## config.mk

```make
export PLATFORM = sky130hd
export DESIGN_NAME = spdif_tx
export DESIGN_NICKNAME = d
export VERILOG_FILES = /design/src/rtl/spdif_pkg.sv /design/src/rtl/spdif_bmc_enc.sv /design/src/rtl/spdif_tx.sv
export SDC_FILE = /design/constraint.sdc
export NUM_CORES = 1
export LEC_CHECK = 0
export BUFFER_PORTS_ARGS = -buffer_cell sky130_fd_sc_hd__buf_2
export CORE_MARGIN = 2
export CORE_UTILIZATION = 56
export CTS_CLUSTER_SIZE = 20
export DETAILED_ROUTE_END_ITERATION = 10
export PLACE_DENSITY = 0.8
export SYNTH_ARGS = -nofsm -noshare
export SYNTH_HDL_FRONTEND = slang
export SYNTH_SLANG_ARGS = --single-unit
```

## constraint.sdc

```tcl
create_clock -name clk -period 2.9 [get_ports clk]
set_input_delay 0.435 -clock clk [delete_from_list [all_inputs] [get_ports clk]]
set_output_delay 0.435 -clock clk [all_outputs]
set_load 0.005 [all_outputs]
```

## src/rtl/spdif_pkg.sv

```systemverilog
// rtl/spdif_pkg.sv - shared constants and preamble lookup for the S/PDIF transmitter
package spdif_pkg;

    localparam logic [7:0] PRE_B = 8'b1110_1000;
    localparam logic [7:0] PRE_M = 8'b1110_0010;
    localparam logic [7:0] PRE_W = 8'b1110_0100;

    localparam int FRAMES_PER_BLOCK  = 192;
    localparam int HALFCELLS_PER_SUB = 64;

    localparam int SLOT_DATA0 = 4;
    localparam int SLOT_V     = 28;
    localparam int SLOT_U     = 29;
    localparam int SLOT_C     = 30;
    localparam int SLOT_P     = 31;

    typedef enum logic [1:0] {
        PRE_SEL_B,
        PRE_SEL_M,
        PRE_SEL_W
    } pre_sel_t;

    function automatic logic [7:0] preamble_bits(input pre_sel_t sel);
        logic [7:0] bits;
        case (sel)
            PRE_SEL_B: bits = PRE_B;
            PRE_SEL_M: bits = PRE_M;
            default:   bits = PRE_W;
        endcase
        return bits;
    endfunction

endpackage

```

## src/rtl/spdif_bmc_enc.sv

```systemverilog
// rtl/spdif_bmc_enc.sv - biphase-mark line encoder with preamble inversion
module spdif_bmc_enc (
    input  logic clk,
    input  logic reset_n,
    input  logic strobe,
    input  logic pre_phase,
    input  logic pre_bit,
    input  logic data_bit,
    input  logic slot_phase,
    output logic bmc_out
);

    logic inv;
    logic data_next;

    always_comb begin
        data_next = slot_phase ? ~bmc_out : (bmc_out ^ data_bit);
    end

    // inv tracks the last data-driven level, i.e. the line level seen at the next subframe boundary
    always_ff @(posedge clk or negedge reset_n) begin
        if (!reset_n) begin
            bmc_out <= 1'b0;
            inv     <= 1'b0;
        end else if (strobe) begin
            if (pre_phase) begin
                bmc_out <= pre_bit ^ inv;
            end else begin
                bmc_out <= data_next;
                inv     <= data_next;
            end
        end
    end

endmodule

```

## src/rtl/spdif_tx.sv

```systemverilog
// rtl/spdif_tx.sv - S/PDIF subframe timebase, sample latch, shift register and parity
module spdif_tx
    import spdif_pkg::*;
#(
    parameter int CLK_DIV = 8,
    parameter int DATA_W  = 24
) (
    input  logic              clk,
    input  logic              reset_n,
    input  logic [DATA_W-1:0] left_sample,
    input  logic [DATA_W-1:0] right_sample,
    output logic              spdif_left_accepted,
    output logic              spdif_right_accepted,
    output logic              spdif_out
);

    localparam logic [7:0] DIV_LAST   = 8'(CLK_DIV - 1);
    localparam logic [5:0] HC_LAST    = 6'(HALFCELLS_PER_SUB - 1);
    localparam logic [7:0] FRAME_LAST = 8'(FRAMES_PER_BLOCK - 1);

    logic [7:0]        div_cnt;
    logic [5:0]        hc;
    logic              sub;
    logic [7:0]        frame;
    logic [DATA_W-1:0] shreg;
    logic              parity;

    logic       strobe;
    logic       div_wrap;
    logic       latch;
    logic [4:0] slot;
    logic       pre_phase;
    logic       slot_phase;
    logic       in_data;
    logic       pre_bit;
    logic       data_bit;
    pre_sel_t   pre_sel;
    logic [7:0] pre_pat;

    always_comb begin
        strobe     = (div_cnt == 8'd0);
        div_wrap   = (div_cnt == DIV_LAST);
        latch      = strobe && (hc == 6'd0);
        slot       = hc[5:1];
        pre_phase  = (slot < 5'(SLOT_DATA0));
        slot_phase = ~hc[0];
        in_data    = (slot >= 5'(SLOT_DATA0)) && (slot < 5'(SLOT_V));

        if (sub)
            pre_sel = PRE_SEL_W;
        else if (frame == 8'd0)
            pre_sel = PRE_SEL_B;
        else
            pre_sel = PRE_SEL_M;
        pre_pat = preamble_bits(pre_sel);
        pre_bit = pre_pat[3'd7 - hc[2:0]];

        // V, U and C are constant zero, so only sample bits and P reach the line
        if (in_data)
            data_bit = shreg[0];
        else if (slot == 5'(SLOT_P))
            data_bit = parity;
        else
            data_bit = 1'b0;
    end

    always_ff @(posedge clk or negedge reset_n) begin
        if (!reset_n) begin
            div_cnt              <= 8'd0;
            hc                   <= 6'd0;
            sub                  <= 1'b0;
            frame                <= 8'd0;
            shreg                <= '0;
            parity               <= 1'b0;
            spdif_left_accepted  <= 1'b0;
            spdif_right_accepted <= 1'b0;
        end else begin
            div_cnt <= div_wrap ? 8'd0 : div_cnt + 8'd1;
            if (div_wrap) begin
                hc <= hc + 6'd1;
                if (hc == HC_LAST) begin
                    sub <= ~sub;
                    if (sub)
                        frame <= (frame == FRAME_LAST) ? 8'd0 : frame + 8'd1;
                end
            end

            spdif_left_accepted  <= latch && !sub;
            spdif_right_accepted <= latch && sub;

            // bits leave at mid-slot, the same edge that emits them onto the line
            if (latch) begin
                shreg  <= sub ? right_sample : left_sample;
                parity <= 1'b0;
            end else if (strobe && !slot_phase && in_data) begin
                shreg  <= shreg >> 1;
                parity <= parity ^ shreg[0];
            end
        end
    end

    spdif_bmc_enc u_bmc (
        .clk        (clk),
        .reset_n    (reset_n),
        .strobe     (strobe),
        .pre_phase  (pre_phase),
        .pre_bit    (pre_bit),
        .data_bit   (data_bit),
        .slot_phase (slot_phase),
        .bmc_out    (spdif_out)
    );

endmodule

```

Word-level counts from Yosys, hierarchy flattened
Index checks and enable logic that the tools add are counted.
W data, S select, Z words.
{"block": "totals", "reg_bits": 52, "output_inout_bits": 3}
{"block": "op_classes", "muxes": 16, "n_reduce_logical": 15, "n_eq_ne": 5, "bitwise": 6, "magnitude_cmp": 4, "n_addsub": 4}
{"operator": "$mux W24", "count": 3}
{"operator": "$add A8 B1 Y8 const B", "count": 2}
{"operator": "$logic_not A8 Y1", "count": 2}
{"operator": "$mux W8", "count": 2}
{"operator": "$eq A8 B3 Y1 const B", "count": 1}
{"operator": "$eq A8 B8 Y1 const B", "count": 1}
{"operator": "$mux W1", "count": 8}
{"operator": "$pmux W4 S2", "count": 1}
{"operator": "$add A6 B1 Y6 const B", "count": 1}
{"operator": "$eq A6 B6 Y1 const B", "count": 1}
{"operator": "$logic_and A1 B1 Y1", "count": 6}
{"operator": "$logic_not A6 Y1", "count": 1}
{"operator": "$eq A5 B5 Y1 const B", "count": 1}
{"operator": "$ge A5 B3 Y1 const B", "count": 1}
{"operator": "$lt A5 B3 Y1 const B", "count": 1}
{"operator": "$lt A5 B5 Y1 const B", "count": 1}
{"operator": "$lt A3 B4 Y1 const B", "count": 1}
{"operator": "$reduce_and A2 Y1", "count": 2}
{"operator": "$bmux W1 S3", "count": 1}
{"operator": "$not A1 Y1", "count": 3}
{"operator": "$reduce_and A3 Y1", "count": 1}
{"operator": "$sub A3 B3 Y3 const A", "count": 1}
{"operator": "$xor A1 B1 Y1", "count": 3}
{"operator": "$eq A2 B1 Y1 const B", "count": 1}
{"operator": "other kinds (4)", "count": 4}

Logic depth before layout (Yosys ltp)
{"block": "logic_depth", "word_depth": 9, "ltp_mapped": 10}

Modules after synthesis
A second synthesis with hierarchy kept.
{"block": "hier_totals", "cells_unflattened": 257, "area_unflattened_um2": 2901.5}
{"mod": "spdif_tx", "seq_area_each_um2": 1251.2, "area_per_inst_um2": 2782.7, "cells_per_inst": 244, "instances": 1}
{"mod": "spdif_bmc_enc", "seq_area_each_um2": 50.0, "area_per_inst_um2": 118.9, "cells_per_inst": 13, "instances": 1}

Worst setup path after synthesis
OpenSTA, ideal clock, no wires.
{"block": "synth_path", "kind": "register -> register", "from": "reg div_cnt[4]", "to": "reg shreg[10]", "t_arrival_ns": 2.419, "path_buffers": 3, "setup_time_ns": 0.124, "path_stages_with_launch": 9, "path_slack_ns": 0.357, "cell_sequence": "dfrtp_1 or4_4 or4b_1 buf_2 a2111o_1 buf_6 clkbuf_1 nand2_1 o31ai_2"}
{"block": "synth_via", "elab_chain_len": 4, "elab_cells_between_ends": 6}
{"element": "from (decl)", "line": "spdif_tx.sv:21", "source": "logic [7:0] div_cnt;"}
{"element": "from (signal assigned)", "line": "spdif_tx.sv:78", "source": "div_cnt <= div_wrap ? 8'd0 : div_cnt + 8'd1;"}
{"element": "$logic_not A8 Y1 *", "line": "spdif_tx.sv:41", "source": "strobe = (div_cnt == 8'd0);"}
{"element": "$logic_and A1 B1 Y1 (2 in a row)", "line": "spdif_tx.sv:95", "source": "end else if (strobe && !slot_phase && in_data) begin"}
{"element": "$reduce_bool A2 Y1 (no line)"}
{"element": "to (signal assigned)", "line": "spdif_tx.sv:93", "source": "shreg <= sub ? right_sample : left_sample;"}
{"element": "to (signal assigned)", "line": "spdif_tx.sv:96", "source": "shreg <= shreg >> 1;"}
{"element": "to (decl)", "line": "spdif_tx.sv:25", "source": "logic [DATA_W-1:0] shreg;"}
Every way passes the cells marked *; elsewhere a longest branch is shown, timed or not.
A chain may end at the register's enable or synchronous reset.

Worst setup path after layout
{"block": "layout_path", "from": "reg div_cnt[4]", "to": "reg shreg[3]"}
The elaborated chain is that of the path after synthesis.

==> flow_metrics.env <==
export IMPL_setup_viol=0
export IMPL_finalMaxSlewViolations=0
export IMPL_synth_area_sq_um=2907
export IMPL_grt_usage_pct=18.97
export IMPL_synth_top_cell_by_area="dfrtp_1"
export IMPL_ctsHoldBuffers=0
export IMPL_startpoint_type="register"
export IMPL_synth_avg_cell_area_sq_um=9.286
export IMPL_hold_viol=0
export IMPL_cts_sinks=52
export IMPL_synthTopCellsByArea="dfrtp_1 45%, a211oi_1 5.9%, nor2b_1 5.6%"
export IMPL_critPathSlowestCell="or4b_1"
export IMPL_synth_warnings=0
export IMPL_drt_first_pass_iters=4
export IMPL_pin_count=53
export IMPL_required_ns=3.10
export IMPL_synth_most_common_cell="dfrtp_1"
export IMPL_cts_post_setup_buffers_inserted=0
export IMPL_io_buffers=52
export IMPL_rows=26
export IMPL_routed_wl_mm=5.248
export IMPL_worstSetupEndpointType="register"
export IMPL_die_x_microns=76.05
export IMPL_cp_cell_sequence="or4_4 > or4b_1 > a2111o_1 > buf_4 > o31ai_1"
export IMPL_p_per_area_nw_per_um2=383.4
export IMPL_whs_ns=0.08666
export IMPL_cts_resized_gates=0
export IMPL_fin_total_pwr_mw=1.263
export IMPL_rsz0062_at_grt="no"
export IMPL_viasPerCell=5.366
export IMPL_ys_ff_latch=52
export IMPL_leakage_nw=1.485
export IMPL_fin_worst_skew_ns=0.005538
export IMPL_synth_edf_count=0
export IMPL_initial_core_util_pct=57.64
export IMPL_place_inst=418
export IMPL_antenna_found_initial=0
export IMPL_ys_seq_area_share_pct=44.77
export IMPL_tightestPinTransition_ns=0.7096
export IMPL_status="complete, no violations"
export IMPL_synthArstFlopShare_pct=100.0
export IMPL_grt_pass1_vias=2072
export IMPL_die_area_sq_um=5783
export IMPL_htree_levels=2
export IMPL_syn_num_nets=369
export IMPL_finalCritPeriodShare_pct=93.87
export IMPL_gp_congestion=0.8187
export IMPL_synth_ff_type="dfrtp_1"
export IMPL_cp_data_arrival_time_ns=2.93
export IMPL_synth_common_cells="52 x dfrtp_1, 37 x nor2_1, 31 x nand2_1"
export IMPL_grt_max_degree=51
export IMPL_grt_pass1_wl_mm=9.101
export IMPL_die_h_microns=76.05
export IMPL_fin_crit_ns=2.722
export IMPL_fmax_mhz=367.4
export IMPL_yosysTopAreaCellShare_pct=44.77
export IMPL_antenna_left=0
export IMPL_slowest_delay_ns=0.64
export IMPL_coreArea_sq_um=5042
export IMPL_maxCapViolations=0
export IMPL_synth_cells=313
export IMPL_clk_latency_ns=0.30
export IMPL_cts_buffers=5
export IMPL_root_buffer="clkbuf_8"
export IMPL_cts_tree="done"
export IMPL_relSlewSlack_pct=52.33
export IMPL_diodes=0
export IMPL_clk_pin_slew_ns=0.09
export IMPL_ir_worst_vdd_v=0.0001700
export IMPL_layout_cells_non_filler=426
export IMPL_wl_per_cell_microns=12.32
export IMPL_clockBufferDepth=2
export IMPL_synth_cell_types=35
export IMPL_drt_iter0_drc=99
export IMPL_drive_above_1_share_pct=22.75
export IMPL_nNetsFinal=411
export IMPL_tns_ns=0
export IMPL_drc=0
export IMPL_dpl_hpwl_mm=3.768
export IMPL_setup_worst_path_class="reg -> reg"
export IMPL_syn_to_final_growth_pct=13.30
export IMPL_num_vias=2286
export IMPL_path_max_fanout=47
export IMPL_hold_class="in -> async"
export IMPL_gr_total_overflow=0
-- final timing paths --
check / depth (start not counted) / from / slack (ns) / end
max: 5 / div_cnt[4] / 0.18 / shreg[3]
min: 1 / reset_n / 0.09 / u_bmc.inv
max reg2reg: 5 / div_cnt[4] / 0.18 / shreg[3]
min reg2reg: 1 / div_cnt[0] / 0.49 / div_cnt[0]
max in group asynchronous: 2 / reset_n / 2.04 / shreg[11]
min in group clk: 3 / left_sample[23] / 0.41 / shreg[23]
-- flip-flops by register name, summed over array words and instances, names as in the netlist --
signal	cells
shreg	24
hc	6
u_bmc.bmc_out	1
div_cnt	8
spdif_left_accepted	1
sub	1
spdif_right_accepted	1
u_bmc.inv	1
parity	1
frame	8
-- placed cells by master, fill, tap and decap left out, drive strengths merged --
master,instances
a221oi,1
a31oi,1
clkbuf,7
a21oi,1
nand4,5
mux2i,1
nor4b,3
o21a,1
xor2,4
ha,6
and2,2
or4,1
a211oi,23
or4b,1
or3,2
nor2b,26
a2111o,1
mux2,3
xnor2,12
o311a,1
dfrtp,52
clkinvlp,1
inv,9
nor3,7
nor4,2
nand2,31
o31ai,29
nor2,37
nand3,14
and3,5
o21ai,8
buf,59
-- routing by layer --
metal | vias up | wire, microns | track usage (%)
li1 | 1185 | - | -
met1 | 1050 | 2581 | 24.07
met2 | 46 | 2420 | 33.93
met3 | 5 | 205 | 3.673
met4 | 0 | 40 | 4.000
met5 | - | 0 | 0
-- per-stage QoR --
step / instance area, sq um / util [%] / setup WS (ns)
after CTS: 3293 / 65.31 / 0.1840
after detailed placement: 3199 / 63.45 / 0.2067
after floorplan: 2907 / - / 0.3569
after global placement: 3199 / 63.45 / 0.2872
final: 3293 / 65.31 / 0.1779
after global routing: 3293 / 65.31 / 0.02597
-- logic make-up (layout without fill, tap and decap cells) --
kind of cell               after synthesis  after routing  synth area share [%]
AOI/OAI and AO/OA                       66             66                 18.21
buffers and inverters                   33             76                 4.864
adders and majority gates                6              6                 2.583
muxes                                    4              4                 1.507
and+or+nand+nor                        136            136                 23.25
DFF                                     52             52                 44.77
xor gates and xnor gates                16             16                 4.821
-- where the power goes --
| part | leakage (nW) | switching [mW] | internal (mW) |
|---|---|---|---|
| Sequential | 0.657 | 0.0102 | 0.741 |
| Combinational | 0.784 | 0.0402 | 0.0461 |
| Clock | 0.0445 | 0.230 | 0.194 |
| Total | 1.48 | 0.281 | 0.982 |
-- critical path: cells and delay by family, from the launching register on --
family	cells	cell delay (ns)
simple gates	2	1.20
compound gates	2	0.70
flops	1	0.43
buf+inv	1	0.29
-- layout make-up --
type | count | area [sq um]
clock inverters | 1 | 7.507
multi-input cells | 228 | 1464
clock buffers | 7 | 86.33
inverters | 9 | 33.78
fillers | 428 | 1749
repair buffers | 59 | 312.8
flip-flops and latches | 52 | 1301
well taps | 70 | 87.58
Power figures use the tool's default switching activity.
